===== src/rtl/vend_mode_sequencer.sv =====
// Vending machine mode sequencer: captures purchase/withdraw/restock requests and runs one job at a time
// through stock/price read, evaluate and write-back. Optional macro VEND_ROUND_ROBIN_EN selects round-robin arbitration.
module vend_mode_sequencer #(
    parameter int unsigned MAX_STOCK = 15,
    parameter int unsigned BANK_W    = 8
) (
    input  logic              clk,
    input  logic              rst_n,
    input  logic              costumer_mode,
    input  logic              owner_money_mode,
    input  logic              owner_supply_mode,
    input  logic [2:0]        product,
    input  logic [3:0]        costumer_money,
    input  logic [3:0]        quantitiy,
    output logic              stock_rd_en,
    output logic [2:0]        stock_addr,
    input  logic [3:0]        stock_rd_data,
    input  logic [3:0]        price_rd_data,
    output logic              stock_wr_en,
    output logic [3:0]        stock_wr_data,
    input  logic [BANK_W-1:0] bank_rd_data,
    output logic              bank_wr_en,
    output logic [BANK_W-1:0] bank_wr_data,
    output logic [3:0]        change,
    output logic [BANK_W-1:0] payout,
    output logic [2:0]        disp_code,
    output logic              done,
    output logic              busy,
    output logic              overrun
);

    localparam int unsigned W_STK  = 4;
    localparam int unsigned W_SSUM = W_STK + 1;
    localparam int unsigned W_BSUM = BANK_W + 1;

    localparam logic [2:0] C_IDLE         = 3'd0;
    localparam logic [2:0] C_VEND_OK      = 3'd1;
    localparam logic [2:0] C_SOLD_OUT     = 3'd2;
    localparam logic [2:0] C_NO_FUNDS     = 3'd3;
    localparam logic [2:0] C_RESTOCK_OK   = 3'd4;
    localparam logic [2:0] C_RESTOCK_CLIP = 3'd5;
    localparam logic [2:0] C_PAYOUT       = 3'd6;
    localparam logic [2:0] C_BANK_FULL    = 3'd7;

    typedef enum logic [2:0] {
        S_IDLE   = 3'd0,
        S_READ   = 3'd1,
        S_EVAL   = 3'd2,
        S_WRITE  = 3'd3,
        S_REPORT = 3'd4
    } state_t;

    state_t r_state;

    // Requester bit order: [2] supply, [1] money, [0] customer
    logic [2:0]       r_req_q;
    logic [2:0]       r_pend;
    logic [2:0]       w_req;
    logic [2:0]       w_edge;
    logic [2:0]       w_grant;
    logic [2:0]       w_hold;
    logic             w_overrun;
    logic             w_take_cust;
    logic             w_take_sup;

    logic [2:0]       r_cust_prod;
    logic [3:0]       r_cust_money;
    logic [2:0]       r_sup_prod;
    logic [3:0]       r_sup_qty;

    logic             r_job_sup;
    logic [3:0]       r_job_opnd;
    logic [2:0]       r_code;

    logic [W_SSUM-1:0] w_sup_sum;
    logic              w_clip;
    logic [W_BSUM-1:0] w_bank_sum;

`ifdef VEND_ROUND_ROBIN_EN
    logic [1:0]       r_last;
`endif

    assign w_req  = {owner_supply_mode, owner_money_mode, costumer_mode};
    assign w_edge = w_req & ~r_req_q;

    // A flag that is being granted this cycle is free to take a new edge
    assign w_hold      = r_pend & ~w_grant;
    assign w_overrun   = |(w_edge & w_hold);
    assign w_take_cust = w_edge[0] & ~w_hold[0];
    assign w_take_sup  = w_edge[2] & ~w_hold[2];

    assign w_sup_sum  = W_SSUM'(stock_rd_data) + W_SSUM'(r_job_opnd);
    assign w_clip     = w_sup_sum > W_SSUM'(MAX_STOCK);
    assign w_bank_sum = W_BSUM'(bank_rd_data) + W_BSUM'(price_rd_data);

    // Arbitration among pending requesters, only while idle
    always_comb begin
        w_grant = 3'b000;
        if (r_state == S_IDLE) begin
`ifdef VEND_ROUND_ROBIN_EN
            unique case (r_last)
                2'd2:    w_grant = r_pend[1] ? 3'b010 : r_pend[0] ? 3'b001 : r_pend[2] ? 3'b100 : 3'b000;
                2'd1:    w_grant = r_pend[0] ? 3'b001 : r_pend[2] ? 3'b100 : r_pend[1] ? 3'b010 : 3'b000;
                default: w_grant = r_pend[2] ? 3'b100 : r_pend[1] ? 3'b010 : r_pend[0] ? 3'b001 : 3'b000;
            endcase
`else
            w_grant = r_pend[2] ? 3'b100 : r_pend[1] ? 3'b010 : r_pend[0] ? 3'b001 : 3'b000;
`endif
        end
    end

    // Edge capture, pending flags and per-requester operand latches
    always_ff @(posedge clk or negedge rst_n) begin
        if (!rst_n) begin
            r_req_q      <= 3'b000;
            r_pend       <= 3'b000;
            overrun      <= 1'b0;
            r_cust_prod  <= '0;
            r_cust_money <= '0;
            r_sup_prod   <= '0;
            r_sup_qty    <= '0;
        end else begin
            r_req_q <= w_req;
            r_pend  <= w_hold | w_edge;
            if (w_overrun) begin
                overrun <= 1'b1;
            end
            if (w_take_cust) begin
                r_cust_prod  <= product;
                r_cust_money <= costumer_money;
            end
            if (w_take_sup) begin
                r_sup_prod <= product;
                r_sup_qty  <= quantitiy;
            end
        end
    end

    // Job sequencer with registered datapath strobes
    always_ff @(posedge clk or negedge rst_n) begin
        if (!rst_n) begin
            r_state       <= S_IDLE;
            r_job_sup     <= 1'b0;
            r_job_opnd    <= '0;
            r_code        <= C_IDLE;
            stock_rd_en   <= 1'b0;
            stock_addr    <= '0;
            stock_wr_en   <= 1'b0;
            stock_wr_data <= '0;
            bank_wr_en    <= 1'b0;
            bank_wr_data  <= '0;
            change        <= '0;
            payout        <= '0;
            disp_code     <= C_IDLE;
            done          <= 1'b0;
            busy          <= 1'b0;
`ifdef VEND_ROUND_ROBIN_EN
            r_last        <= 2'd0;
`endif
        end else begin
            unique case (r_state)
                S_IDLE: begin
                    if (w_grant[2]) begin
                        r_state     <= S_READ;
                        busy        <= 1'b1;
                        r_job_sup   <= 1'b1;
                        r_job_opnd  <= r_sup_qty;
                        stock_addr  <= r_sup_prod;
                        stock_rd_en <= 1'b1;
                    end else if (w_grant[1]) begin
                        r_state      <= S_WRITE;
                        busy         <= 1'b1;
                        payout       <= bank_rd_data;
                        bank_wr_data <= '0;
                        bank_wr_en   <= 1'b1;
                        r_code       <= C_PAYOUT;
                    end else if (w_grant[0]) begin
                        r_state     <= S_READ;
                        busy        <= 1'b1;
                        r_job_sup   <= 1'b0;
                        r_job_opnd  <= r_cust_money;
                        stock_addr  <= r_cust_prod;
                        stock_rd_en <= 1'b1;
                    end
                end
                S_READ: begin
                    stock_rd_en <= 1'b0;
                    r_state     <= S_EVAL;
                end
                S_EVAL: begin
                    if (r_job_sup) begin
                        stock_wr_en   <= 1'b1;
                        stock_wr_data <= w_clip ? W_STK'(MAX_STOCK) : w_sup_sum[W_STK-1:0];
                        r_code        <= w_clip ? C_RESTOCK_CLIP : C_RESTOCK_OK;
                        r_state       <= S_WRITE;
                    end else if (stock_rd_data == 4'd0) begin
                        disp_code <= C_SOLD_OUT;
                        done      <= 1'b1;
                        r_state   <= S_REPORT;
                    end else if (r_job_opnd < price_rd_data) begin
                        disp_code <= C_NO_FUNDS;
                        done      <= 1'b1;
                        r_state   <= S_REPORT;
                    end else if (w_bank_sum[BANK_W]) begin
                        disp_code <= C_BANK_FULL;
                        done      <= 1'b1;
                        r_state   <= S_REPORT;
                    end else begin
                        stock_wr_en   <= 1'b1;
                        stock_wr_data <= stock_rd_data - 4'd1;
                        bank_wr_en    <= 1'b1;
                        bank_wr_data  <= w_bank_sum[BANK_W-1:0];
                        change        <= r_job_opnd - price_rd_data;
                        r_code        <= C_VEND_OK;
                        r_state       <= S_WRITE;
                    end
                end
                S_WRITE: begin
                    stock_wr_en   <= 1'b0;
                    stock_wr_data <= '0;
                    bank_wr_en    <= 1'b0;
                    bank_wr_data  <= '0;
                    disp_code     <= r_code;
                    done          <= 1'b1;
                    r_state       <= S_REPORT;
                end
                S_REPORT: begin
                    done    <= 1'b0;
                    busy    <= 1'b0;
                    r_state <= S_IDLE;
                end
                default: begin
                    r_state <= S_IDLE;
                end
            endcase
`ifdef VEND_ROUND_ROBIN_EN
            if (|w_grant) begin
                r_last <= w_grant[2] ? 2'd2 : (w_grant[1] ? 2'd1 : 2'd0);
            end
`endif
        end
    end

endmodule


===== config.mk =====
export PLATFORM = sky130hd
export DESIGN_NAME = vend_mode_sequencer
export DESIGN_NICKNAME = d
export VERILOG_FILES = /design/src/rtl/vend_mode_sequencer.sv
export SDC_FILE = /design/constraint.sdc
export NUM_CORES = 1
export LEC_CHECK = 0
export CORE_UTILIZATION = 42
export DETAILED_ROUTE_END_ITERATION = 8
export PLACE_DENSITY_LB_ADDON = 0.05
export REMOVE_ABC_BUFFERS = 1
export SETUP_SLACK_MARGIN = 0.1
export SYNTH_ARGS = -nofsm -noshare
export SYNTH_HDL_FRONTEND = slang
export SYNTH_SLANG_ARGS = --single-unit

===== constraint.sdc =====
create_clock -name clk -period 3.2 [get_ports clk]
set_input_delay 0.64 -clock clk [delete_from_list [all_inputs] [get_ports clk]]
set_output_delay 0.64 -clock clk [all_outputs]
set_load 0.02 [all_outputs]

==> metrics.log <==
[metrics] H-tree lvl count: 3
[metrics] weighted congestion at the end of routability-driven global placement: between 0.8 and 0.9
[metrics] crit share post-route: a little under nine tenths
[metrics] Max-cap violations: 0
[metrics] vias in the first global route: ~2500
[metrics] part of the Yosys area used for sequential elements: between 40% and 50%
[metrics] number of nets with antenna violations after detailed routing: 0
[metrics] first-iteration detailed-routing DRC count: between 60 and 70
[metrics] Antenna Cells: 0
[metrics] source-to-sink clock delay at the later pin of the worst-skew pair: around 0.34 ns
[metrics] final layout net count: 421
[metrics] Post-Synthesis Cells: between 200 and 300
[metrics] detailed-placement wirelength estimate: 5160 um
[metrics] result of the run: finished clean
[metrics] relative slew slack: a little over a quarter
[metrics] master cell of the clock root buffer: clkbuf_8
[metrics] unrepaired setup endpoints after global routing: false
[metrics] async set-or-reset flop fraction in the synthesized netlist: between 90% and 100%
[metrics] starting utilization of the core area: between 40% and 50%
[metrics] via density per instance: slightly above 5
[metrics] wire length of the first global-routing pass: 11800 um
[metrics] Design Power: 4.11 mW
[metrics] TritonCTS sink count: 67
[metrics] Crit Path Max Fanout: 4
[metrics] number of buffers inserted by port buffering: 67
[metrics] number of antenna violations at the first check in global routing: 0
[metrics] CTS tree: built
[metrics] ratio of cells with drive above 1 in the final layout: between 10% and 20%
[metrics] CP Data Required Time: 3.42 ns
[metrics] number of setup violations in the final report: 0
[metrics] Setup Fix Bufs, Post-CTS: 0
[metrics] Hold Fails Final Rpt: 0
[metrics] Post-CTS Resized: 0
[metrics] die span in y: a little over 90 um
[metrics] clock transition at the registers of the reported paths: 0.07 ns
[metrics] number of warning messages in the yosys log: 0
[metrics] shortest clock period the worst path allows after layout: around 2.7 ns
[metrics] final count of pins violating max slew: 0
[metrics] site row count: 32
[metrics] netlist area before placement: 0.00340 mm2
[metrics] routed wirelength normalized by instance count: between 10 and 15 um
[metrics] maximum number of pins on one net before global-route repair: 26
[metrics] Synth Area per Inst: approximately 11 um2
[metrics] placeable core region: ~0.0078 mm2
[metrics] number of top-level design ports: about 70
[metrics] highest clock rate: 0.366 GHz
[metrics] length of the first detailed-routing pass in iterations: 4
[metrics] Die W: between 90 and 100 um
[metrics] Main synth FF type: dfrtp_1
[metrics] detailed-route via count: around 2400
[metrics] gr usage total: roughly 18%
[metrics] maximum root-to-sink buffer count: 2
[metrics] Worst VDD drop: between 0.0004 and 0.0005 V
[metrics] type of the worst setup path: input pin to flip-flop
[metrics] number of flops mapped to enable cells by yosys: 0
[metrics] Leakage: roughly 2.0 nW
[metrics] register bit count reported by yosys: 67
[metrics] crit path capture type: flip-flop
[metrics] type of the tightest min-delay check: input pin to async pin
[metrics] Pwr per Cell Area: slightly above 900 mW/mm2
[metrics] Final Routed Wirelength: 6800 um
[metrics] Setup Total Neg Slack: 0 ns
[metrics] number of clock buffers inserted by TritonCTS: 9
[metrics] count of cell types in the netlist: 57
[metrics] residual DRC count: 0
[metrics] sort of element at the start of the critical path: input pin
[metrics] slew at the pin closest to its max-slew limit: approximately 1.1 ns
[metrics] area added between synthesis and finish: 29.8%
[metrics] global-route congestion overflow total: 0
[metrics] quantity of hold-fixing buffers added after cts: 0
[metrics] WP data arrival: a little under 3 ns
[metrics] area enclosed by the die boundary: between 0.008 and 0.009 mm2
[metrics] clock tree skew after final layout: approximately 0.0073 ns
==> cell families (layout without fill, tap and decap cells) <==
kind of cell	count (synthesis)	count (layout)	synth area share, %
AO/OA/AOI/OAI	74	74	15.4
flip-flops	67	67	49.4
AND/OR/NAND/NOR	66	66	10.1
multiplexers	35	35	12.1
buffers and inverters	29	108	3.57
adder cells (fa/ha/maj)	17	17	6.92
XOR/XNOR	10	10	2.58
==> per-stage QoR <==
step           area, um2  hold WS (ns)  util (%)  worst slack (ns)  instances
4_1_cts             4410         0.288      56.7             0.453        479
3_5_place_dp        4180         0.470      53.8            0.0884        463
3_3_place_gp        4180         0.465      53.8             0.135        463
2_1_floorplan       3350         0.344         -             0.724        289
5_1_grt             4410         0.332      56.7             0.353        479
6_report            4410         0.276      56.7             0.470        479
==> state kept, by name, indices dropped and copies added, names as in the netlist, 4 cells and up <==
signal	count
payout	8
bank_wr_data	8
change	4
r_cust_money	4
r_sup_qty	4
stock_wr_data	4
r_job_opnd	4
==> synthesized netlist by cell type (6+ instances only) <==
cell	count	share of area, %
o21ai_0	12	1.8
nor2_1	11	1.2
nor2b_1	6	1.1
a22o_1	6	1.5
mux2_4	7	3.1
xor2_1	8	2.1
dfrtp_1	67	49
ha_1	14	5.2
nand2b_1	7	1.3
inv_1	19	2.1
mux2_2	8	2.7
a21oi_1	13	1.9
mux2i_1	8	2.4
nand2_1	22	2.4
o21ai_1	13	1.9
mux2_1	12	4.0
==> path summary, 6_finish.rpt <==
| kind | from | endpoint | slack [ns] | cells past startpoint |
|---|---|---|---|---|
| hold / removal | rst_n | payout[4] | 0.28 | 1 |
| hold reg to reg | change[3] | change[3] | 0.49 | 2 |
| min in group clk | change[3] | change[3] | 0.49 | 2 |
| setup / recovery | price_rd_data[0] | stock_wr_data[2] | 0.47 | 9 |
| max in group asynchronous | rst_n | r_code[1] | 2.24 | 2 |
| setup reg to reg | r_job_opnd[0] | stock_wr_data[2] | 0.85 | 8 |
==> critical path, stage by stage <==
cell             delay, ns
clkdlybuf4s50_1       0.50
ha_1                  0.20
inv_1                 0.07
fa_1                  0.40
nor2b_1               0.19
o211ai_2              0.13
a21o_2                0.28
o21ai_4               0.20
mux2_1                0.34
==> placed cells by master (no fill, tap or decap), drive strengths merged, types with 3 or more instances in the layout <==
cell type	n
o2bb2ai	3
a21o	5
a22o	6
dfrtp	67
mux2	27
nor3	5
mux2i	8
nor2b	6
clkbuf	10
fa	3
a211oi	3
ha	14
nand2b	7
inv	19
clkinv	3
nor2	11
o21ai	27
o211ai	4
nand3	4
clkdlybuf4s50	66
nand2	23
xor2	8
a21oi	13
buf	6
==> routing by layer <==
metal  track usage, %  routed length, um
met1             23.4               3180
met5                0                  0
met4             8.59                147
met2             28.1               3100
met3             4.06                364
==> cell type report <==
| type | instances | area [um2] |
|---|---|---|
| tap | 102 | 128 |
| timing repair buffer | 72 | 703 |
| clock inverter | 6 | 88.8 |
| fill | 707 | 3360 |
| inverter | 20 | 75.1 |
| sequential | 67 | 1680 |
| clock buffer | 10 | 138 |
| multi-input combinational | 202 | 1600 |
==> where the power goes <==
| group | switching [mW] | internal, mW | total, mW |
|---|---|---|---|
| logic | 0.923 | 0.911 | 1.83 |
| clock network | 0.325 | 0.460 | 0.784 |
| registers | 0.291 | 1.21 | 1.50 |
(Power assumes the default switching activity.)
